<file path="src/rtl/sparam_sweep_pkg.sv">
// Shared state encoding and width helpers for the S-parameter sweep controller.
package sparam_sweep_pkg;

  typedef enum logic [2:0] {
    ST_IDLE,
    ST_SETTLE,
    ST_ACQ,
    ST_DRAIN,
    ST_NEXT,
    ST_DONE
  } state_e;

  // Index width that still works for a single-entry range.
  function automatic int idx_w(input int n);
    return (n > 1) ? $clog2(n) : 1;
  endfunction

  // Growth of NAVG_LOG2 bits holds 2^NAVG_LOG2 full-scale samples without overflow.
  function automatic int acc_w(input int dw, input int navg_log2);
    return dw + navg_log2;
  endfunction

endpackage

</file>
<file path="src/rtl/sparam_avg_acc.sv">
// Bank of signed per-port accumulators with a shifted (averaged) read-back mux.
module sparam_avg_acc
  import sparam_sweep_pkg::*;
#(
  parameter int NPORTS    = 4,
  parameter int DW        = 16,
  parameter int NAVG_LOG2 = 2,
  localparam int PW       = idx_w(NPORTS),
  localparam int AW       = acc_w(DW, NAVG_LOG2)
) (
  input  logic                   clk_i,
  input  logic                   rst_i,
  input  logic                   clr_i,
  input  logic                   en_i,
  input  logic [NPORTS*DW-1:0]   smp_i,
  input  logic [PW-1:0]          rx_sel_i,
  output logic [DW-1:0]          res_o
);

  logic signed [AW-1:0] acc_q [NPORTS];
  logic signed [AW-1:0] sel_acc;

  always_ff @(posedge clk_i) begin
    for (int k = 0; k < NPORTS; k++) begin
      if (rst_i || clr_i) begin
        acc_q[k] <= '0;
      end else if (en_i) begin
        acc_q[k] <= acc_q[k] + AW'($signed(smp_i[k*DW +: DW]));
      end
    end
  end

  always_comb begin
    sel_acc = '0;
    for (int k = 0; k < NPORTS; k++) begin
      if (PW'(k) == rx_sel_i) sel_acc = acc_q[k];
    end
  end

  // Arithmetic shift floors toward -inf; the quotient always fits DW bits.
  assign res_o = DW'(sel_acc >>> NAVG_LOG2);

endmodule

</file>
<file path="src/rtl/sparam_sweep_ctrl.sv">
// Frequency x source sweep sequencer: settle, average receiver samples, stream results.
module sparam_sweep_ctrl
  import sparam_sweep_pkg::*;
#(
  parameter int NPORTS    = 4,
  parameter int NPTS      = 16,
  parameter int DW        = 16,
  parameter int NAVG_LOG2 = 2,
  parameter int SETTLE    = 8,
  localparam int PW       = idx_w(NPORTS),
  localparam int FW       = idx_w(NPTS),
  localparam int CW       = idx_w(SETTLE),
  localparam int NW       = idx_w(1 << NAVG_LOG2)
) (
  input  logic                 clk,
  input  logic                 rst,
  input  logic                 start,
  output logic                 busy,
  output logic                 done,
  output logic                 src_en,
  output logic [PW-1:0]        src_port,
  output logic [FW-1:0]        freq_idx,
  input  logic                 smp_valid,
  input  logic [NPORTS*DW-1:0] smp_data,
  output logic                 out_valid,
  input  logic                 out_ready,
  output logic [DW-1:0]        out_data,
  output logic [PW-1:0]        out_rx,
  output logic [PW-1:0]        out_src,
  output logic [FW-1:0]        out_freq
);

  localparam logic [PW-1:0] LAST_SRC  = PW'(NPORTS - 1);
  localparam logic [FW-1:0] LAST_FREQ = FW'(NPTS - 1);
  localparam logic [CW-1:0] SETTLE_LD = CW'(SETTLE - 1);
  localparam logic [NW-1:0] NAVG_LD   = NW'((1 << NAVG_LOG2) - 1);

  state_e        state_q;
  logic [CW-1:0] settle_cnt_q;
  logic [NW-1:0] smp_cnt_q;
  logic [PW-1:0] rx_q;
  logic [PW-1:0] src_q;
  logic [FW-1:0] freq_q;
  logic          busy_q;
  logic          done_q;
  logic          src_en_q;
  logic          valid_q;
  logic          acc_clr;
  logic          acc_en;
  logic [DW-1:0] acc_res;

  // Accumulators are cleared on the last settle cycle so ACQ starts from zero.
  assign acc_clr = (state_q == ST_SETTLE) && (settle_cnt_q == '0);
  assign acc_en  = (state_q == ST_ACQ) && smp_valid;

  sparam_avg_acc #(
    .NPORTS   (NPORTS),
    .DW       (DW),
    .NAVG_LOG2(NAVG_LOG2)
  ) u_acc (
    .clk_i   (clk),
    .rst_i   (rst),
    .clr_i   (acc_clr),
    .en_i    (acc_en),
    .smp_i   (smp_data),
    .rx_sel_i(rx_q),
    .res_o   (acc_res)
  );

  always_ff @(posedge clk) begin
    if (rst) begin
      state_q      <= ST_IDLE;
      settle_cnt_q <= '0;
      smp_cnt_q    <= '0;
      rx_q         <= '0;
      src_q        <= '0;
      freq_q       <= '0;
      busy_q       <= 1'b0;
      done_q       <= 1'b0;
      src_en_q     <= 1'b0;
      valid_q      <= 1'b0;
    end else begin
      done_q <= 1'b0;
      case (state_q)
        ST_IDLE: begin
          if (start) begin
            state_q      <= ST_SETTLE;
            busy_q       <= 1'b1;
            src_en_q     <= 1'b1;
            src_q        <= '0;
            freq_q       <= '0;
            settle_cnt_q <= SETTLE_LD;
          end
        end
        ST_SETTLE: begin
          if (settle_cnt_q == '0) begin
            state_q   <= ST_ACQ;
            smp_cnt_q <= NAVG_LD;
          end else begin
            settle_cnt_q <= settle_cnt_q - 1'b1;
          end
        end
        ST_ACQ: begin
          if (smp_valid) begin
            if (smp_cnt_q == '0) begin
              state_q <= ST_DRAIN;
              valid_q <= 1'b1;
              rx_q    <= '0;
            end else begin
              smp_cnt_q <= smp_cnt_q - 1'b1;
            end
          end
        end
        ST_DRAIN: begin
          if (out_ready) begin
            if (rx_q == LAST_SRC) begin
              state_q  <= ST_NEXT;
              valid_q  <= 1'b0;
              rx_q     <= '0;
              src_en_q <= 1'b0;
            end else begin
              rx_q <= rx_q + 1'b1;
            end
          end
        end
        ST_NEXT: begin
          if (src_q == LAST_SRC) begin
            src_q  <= '0;
            freq_q <= (freq_q == LAST_FREQ) ? '0 : freq_q + 1'b1;
          end else begin
            src_q <= src_q + 1'b1;
          end
          if ((src_q == LAST_SRC) && (freq_q == LAST_FREQ)) begin
            state_q <= ST_DONE;
            busy_q  <= 1'b0;
            done_q  <= 1'b1;
          end else begin
            state_q      <= ST_SETTLE;
            src_en_q     <= 1'b1;
            settle_cnt_q <= SETTLE_LD;
          end
        end
        ST_DONE: state_q <= ST_IDLE;
        default: state_q <= ST_IDLE;
      endcase
    end
  end

  assign busy      = busy_q;
  assign done      = done_q;
  assign src_en    = src_en_q;
  assign src_port  = src_q;
  assign freq_idx  = freq_q;
  assign out_valid = valid_q;
  assign out_data  = valid_q ? acc_res : '0;
  assign out_rx    = rx_q;
  assign out_src   = src_q;
  assign out_freq  = freq_q;

endmodule

</file>
<file path="config.mk">
export PLATFORM = sky130hd
export DESIGN_NAME = sparam_sweep_ctrl
export DESIGN_NICKNAME = d
export VERILOG_FILES = /design/src/rtl/sparam_sweep_pkg.sv /design/src/rtl/sparam_avg_acc.sv /design/src/rtl/sparam_sweep_ctrl.sv
export SDC_FILE = /design/constraint.sdc
export NUM_CORES = 1
export LEC_CHECK = 0
export CAP_MARGIN = 10
export CORE_AREA = 8 8 170 172
export DETAILED_ROUTE_END_ITERATION = 6
export DIE_AREA = 0 0 178 180
export GPL_TIMING_DRIVEN = 0
export SETUP_SLACK_MARGIN = 0.5
export SLEW_MARGIN = 25
export SYNTH_ARGS = -nofsm -noshare
export SYNTH_HDL_FRONTEND = slang
export SYNTH_SLANG_ARGS = --single-unit
</file>
<file path="constraint.sdc">
create_clock -name clk -period 6 [get_ports clk]
set_input_delay 0.6 -clock clk [delete_from_list [all_inputs] [get_ports clk]]
set_output_delay 0.6 -clock clk [all_outputs]
set_load 0.02 [all_outputs]
</file>
# --- Word-level counts from Yosys, hierarchy flattened ---
# Memory sizes are Yosys's and may differ from the RTL's.
# Cells that the tools add are included.
totals:
  reg_bits: 20
  input_bits: 69
  n_memories: 1
  mem_bits_rw: 72
  elab_cells: 122
  output_inout_bits: 34
op_classes:
  reduce_logical: 23
  n_addsub: 9
  eq_ne: 21
  muxes: 53
  n_bitwise: 5
mem_list:
  columns: ["name", "depth", "word_bits", "read_ports", "rd_ports_with_merged_regs", "write_ports", "line", "text"]
  rows:
  - ["u_acc.acc_q", 4, 18, 4, 0, 4, "sparam_avg_acc.sv:20", "logic signed [AW-1:0] acc_q [NPORTS];"]
ops:
  columns: ["cell", "count"]
  rows:
  - ["18-bit 2-to-1 mux", 8]
  - ["18-bit by 16-bit adder with 18-bit output", 4]
  - ["3-bit 2-to-1 mux", 10]
  - ["2-bit 2-to-1 mux", 9]
  - ["2-bit != test, second input constant", 9]
  - ["16-bit 2-to-1 mux", 1]
  - ["3-bit one-hot mux with 5 select lines", 1]
  - ["1-bit 2-to-1 mux", 13]
  - ["4-bit 2-to-1 mux", 3]
  - ["2-bit one-hot mux with 2 select lines", 3]
  - ["4-bit AND reduction", 3]
  - ["5-bit AND reduction", 2]
  - ["3-bit one-hot mux with 3 select lines", 1]
  - ["4-bit one-hot mux with 2 select lines", 1]
  - ["3-bit by 2-bit equality test with 1-bit output, second input constant", 2]
  - ["3-bit logical NOT", 2]
  - ["3-bit AND reduction", 2]
  - ["6-bit AND reduction", 1]
  - ["2-bit nonzero test", 3]
  - ["3-bit nonzero test", 2]
  - ["2-bit by 1-bit adder with 2-bit output, second input constant", 2]
  - ["4-bit by 1-bit adder with 4-bit output, second input constant", 1]
  - ["2-bit equality test, first input constant", 2]
  - ["2-bit equality test, second input constant", 2]
  - ["16 further kinds", 24]

# --- Longest topological paths before layout ---
depth:
  ltp_word: 6
  mapped_depth: 9
  mapped_depth_nobuf: 8

# --- Hierarchy ---
# A second synthesis with hierarchy kept.
unflattened:
  hier_cells: 803
  area_unflattened_um2: 7597.3
by_module_without_submodules:
  columns: ["module", "instances", "area_per_inst_um2", "seq_area_each_um2", "cells_each"]
  rows:
  - ["sparam_avg_acc", 1, 6356.1, 2162.1, 649]
  - ["sparam_sweep_ctrl", 1, 1241.2, 400.4, 154]

# --- Least setup slack after synthesis ---
# OpenSTA, ideal clock, no wires.
synth_timing:
  path_type: "flip-flop to flip-flop"
  start: "reg state_q[1]"
  end: "mem u_acc.acc_q[0][0] in the netlist's numbering (enable)"
  stages_incl_launch_ff: 6
  required_time_ns: 5.483
  slack_ns: 1.311
  n_path_buf: 2
  t_arrival_ns: 4.172
  cell_sequence: "dfxtp_1 > buf_4 > clkbuf_1 > nor2_1 > a21oi_1 > o21bai_1"
synth_lines:
  columns: ["item", "line", "text"]
  rows:
  - ["from (decl)", "sparam_sweep_ctrl.sv:38", "state_e state_q;"]
  - ["from (signal assigned)", "sparam_sweep_ctrl.sv:72", "state_q <= ST_IDLE;"]
  - ["from (signal assigned)", "sparam_sweep_ctrl.sv:87", "state_q <= ST_SETTLE;"]
  - ["from (signal assigned)", "sparam_sweep_ctrl.sv:97", "state_q <= ST_ACQ;"]
  - ["to (decl)", "sparam_avg_acc.sv:20", null]

# --- Worst setup path after layout ---
layout_timing:
  start: "reg rx_q[1], in the netlist out_rx[1]"
  end: "out out_data[4]"
layout_via:
  elab_chain_cells: 6
  elab_cells_between_ends: 9
layout_rtl:
  columns: ["item", "line", "text"]
  rows:
  - ["from (decl)", "sparam_sweep_ctrl.sv:41", "logic [PW-1:0] rx_q;"]
  - ["from (signal assigned)", "sparam_sweep_ctrl.sv:122", "rx_q <= rx_q + 1'b1;"]
  - ["2-bit logical NOT", "sparam_avg_acc.sv:36", "if (PW'(k) == rx_sel_i) sel_acc = acc_q[k];"]
  - ["18-bit 2-to-1 mux (3 in a row)", "sparam_avg_acc.sv:36", null]
  - ["18-bit 2-to-1 mux (*)", "sparam_avg_acc.sv:36", null]
  - ["16-bit 2-to-1 mux (*)", "sparam_sweep_ctrl.sv:155", "assign out_data = valid_q ? acc_res : '0;"]
  - ["to (decl)", "sparam_sweep_ctrl.sv:27", "output logic [DW-1:0] out_data,"]
# Every way passes the cells marked *; elsewhere a longest branch is shown, timed or not.

==> impl_metrics.env <==
export IMPL_critical_path_class="register to output pin"
export IMPL_die_x_um=178
export IMPL_num_io_pins=103
export IMPL_cp_required_ns=5.40
export IMPL_drive_above_1_share_pct=3.71
export IMPL_p_leak_nw=3.64
export IMPL_grt_usage_pct=14.4
export IMPL_detail_route_antenna_nets=0
export IMPL_clk_latency_ns=0.35
export IMPL_synth_edf_count=72
export IMPL_synth_seq_cells=92
export IMPL_cp_arrival_ns=3.52
export IMPL_hp_class="register to register"
export IMPL_status="finished clean"
export IMPL_design_power_total_mw=2.79
export IMPL_layout_nets=1143
export IMPL_drc_errors=0
export IMPL_yosysWarningCount=0
export IMPL_cts_resized=0
export IMPL_num_rows=60
export IMPL_crit_path_max_fanout=10
export IMPL_cts_hold_buf=0
export IMPL_antenna_found_initial=4
export IMPL_final_util_pct=36.1
export IMPL_vias=6973
export IMPL_syn_avg_cell_area_um2=8.81
export IMPL_firstDrtPassIters=5
export IMPL_worstPathBufferInverterCount=4
export IMPL_ir_drop_mv=0.111
export IMPL_initial_core_util_pct=29.3
export IMPL_design_area_um2=9520
export IMPL_rsz0062_at_grt="false"
export IMPL_synthesis_area_um2=7710
export IMPL_relSlewSlack_pct=41.6
export IMPL_io_buffer_count=102
export IMPL_dieArea_um2=32000
export IMPL_wirelength_mm=23.6
export IMPL_clock_path_buffers=2
export IMPL_crit_family="buffers and inverters"
export IMPL_fmax_mhz=243
export IMPL_drtIter0Drc=549
export IMPL_synth_top_area_cell="edfxtp_1"
export IMPL_areaGrowthSynthToFinish_pct=23.5
export IMPL_synth_net_count=1026
export IMPL_synthArstFlopShare_pct=0
export IMPL_hold_viol=0
export IMPL_setup_viol=0
export IMPL_tritoncts="built"
export IMPL_synth_top_area_share_pct=28.0
export IMPL_wl_per_cell_um=17.6
export IMPL_fin_crit_sh_pct=68.6
export IMPL_cts_buffers=9
export IMPL_synth_main_ff_cell="edfxtp_1"
export IMPL_post_dp_hpwl_mm=18.7
export IMPL_period_needed_ns=4.12
export IMPL_fin_ws_ns=1.88
export IMPL_skew_ns=0.0122
export IMPL_core_area_um2=26400
export IMPL_synth_area_leaders="edfxtp_1 28%, ha_1 12%, a21oi_1 5.9%, dfxtp_1 5.2%, nand2_1 3.7%"
export IMPL_grt_max_degree=21
export IMPL_htree_levels=3
export IMPL_clk_pin_slew_ns=0.06
export IMPL_n_fill_cell=2711
export IMPL_grt_overflow=0
export IMPL_end_kind="output pin"
export IMPL_syn_inst=876
export IMPL_cts_root_buffer="clkbuf_16"
export IMPL_slowest_stage="clkdlybuf4s50_1"
export IMPL_synth_sequential_area_ratio_pct=33.2
export IMPL_place_ws_ns=2.29
export IMPL_vias_per_cell=5.21
export IMPL_cp_slowest_stage_delay_ns=0.62
export IMPL_postPlaceCellArea_um2=9270
export IMPL_ys_types=61
export IMPL_grt_pass1_wl_mm=36.4
export IMPL_die_h_um=180
export IMPL_cts_setup_buffers=0
export IMPL_cp_cell_sequence="inv_1 -> ha_1 -> clkbuf_1 -> nor2b_1 -> clkbuf_1 -> a221oi_1 -> nor3_1 -> a21oi_1 -> nor2b_1 -> clkdlybuf4s50_1"
export IMPL_slew_viol_final=0
export IMPL_start_kind="register"
export IMPL_tightest_slew_ns=0.855
export IMPL_drv_cap=0
export IMPL_clock_sinks=92
export IMPL_gp_congestion=0.892
export IMPL_grt_pass1_vias=6785
export IMPL_p_per_area_nw_per_um2=293
## metrics by stage
stage / hold slack [ns] / setup TNS, ns / cells
floorplan: 0.440 / 0 / 876
global placement: 0.454 / -95.69 / 1319
detailed placement: 0.474 / 0 / 1323
CTS: 0.486 / 0 / 1338
global route: 0.508 / 0 / 1339
finish: 0.479 / 0 / 1339
## power breakdown
group / total, mW / internal (mW) / switching, mW
sequential: 0.945 / 0.849 / 0.0958
combinational: 1.32 / 0.559 / 0.764
clock: 0.522 / 0.275 / 0.247
## placed cells by master, fill, tap and decap left out, types with 16 or more instances in the layout
| master | n |
|---|---|
| a21o_1 | 26 |
| a21oi_1 | 91 |
| a221oi_1 | 17 |
| clkbuf_1 | 30 |
| clkdlybuf4s50_1 | 102 |
| dfxtp_1 | 20 |
| edfxtp_1 | 72 |
| ha_1 | 77 |
| inv_1 | 25 |
| mux2i_1 | 18 |
| nand2_1 | 76 |
| nand2b_1 | 29 |
| nand3_1 | 16 |
| nor2_1 | 70 |
| nor2b_1 | 33 |
| nor3_1 | 38 |
| o21ai_0 | 36 |
| xor2_1 | 26 |
## cell usage after synthesis, drive strengths merged (3+ instances only)
master / n
and4: 6
inv: 25
nand2: 76
edfxtp: 72
ha: 77
o21ai: 36
nand3b: 4
clkbuf: 29
nor3b: 6
nor2b: 33
nand4: 7
o21ba: 3
a21boi: 6
a21o: 26
a21oi: 91
and2: 11
mux2i: 18
o21a: 15
or4: 3
and3: 3
o31ai: 7
o211ai: 12
a221oi: 17
nand3: 16
xnor2: 12
buf: 14
nor4: 8
fa: 4
a31oi: 8
nor3: 38
nand2b: 29
a211oi: 15
o211a: 3
xor2: 26
dfxtp: 20
nor2: 70
## flip-flops by register name (all words and copies together), names as in the netlist
name and count:
state_q 3, done 1, src_en 1, out_src 2
freq_idx 4, settle_cnt_q 3, smp_cnt_q 2, u_acc.acc_q 72
out_rx 2, busy 1, out_valid 1
## worst paths after layout
kind              slack [ns]  cells after the start              start                 end
setup / recovery        1.88                     10          out_rx[1]         out_data[4]
hold / removal          0.48                      2       smp_cnt_q[1]        smp_cnt_q[1]
setup reg to reg        3.37                      8  u_acc.acc_q[1][0]  u_acc.acc_q[1][16]
hold reg to reg         0.48                      2       smp_cnt_q[1]        smp_cnt_q[1]
## cells by family after synthesis
group	Yosys count	synth area share, %
simple gates	317	20.7
compound gates	261	21.9
flops	92	33.2
fa+ha+maj	81	13.5
buf+inv	68	3.89
xor+xnor	38	4.31
mux	19	2.48
## area by class of cell
cell class / instances / area [µm²] / area share (%)
sequential: 92 / 2560 / 26.9
timing repair buffer: 106 / 1120 / 11.7
buffer: 43 / 206 / 2.17
inverter: 25 / 93.8 / 0.985
clock inverter: 4 / 17.5 / 0.184
antenna: 1 / 2.50 / 0.0263
clock buffer: 11 / 233 / 2.44
tap: 341 / 427 / 4.48
multi-input combinational: 716 / 4860 / 51.1
## per-layer routing
layer / up-vias / global-route usage, % / share of wire, %
li1: 3506 / - / -
met1: 3242 / 18.4 / 44
met2: 188 / 23.0 / 45
met3: 31 / 3.75 / 7.8
met4: 6 / 5.07 / 2.4
met5: - / 0 / 0.19
## tightest hold or removal path, delay by kind of cell, from the launching register on
| kind | cells | cell delay, ns |
|---|---|---|
| compound gates | 1 | 0.07 |
| buf+inv | 1 | 0.06 |
| flops | 1 | 0.30 |
(Power assumes the default switching activity.)
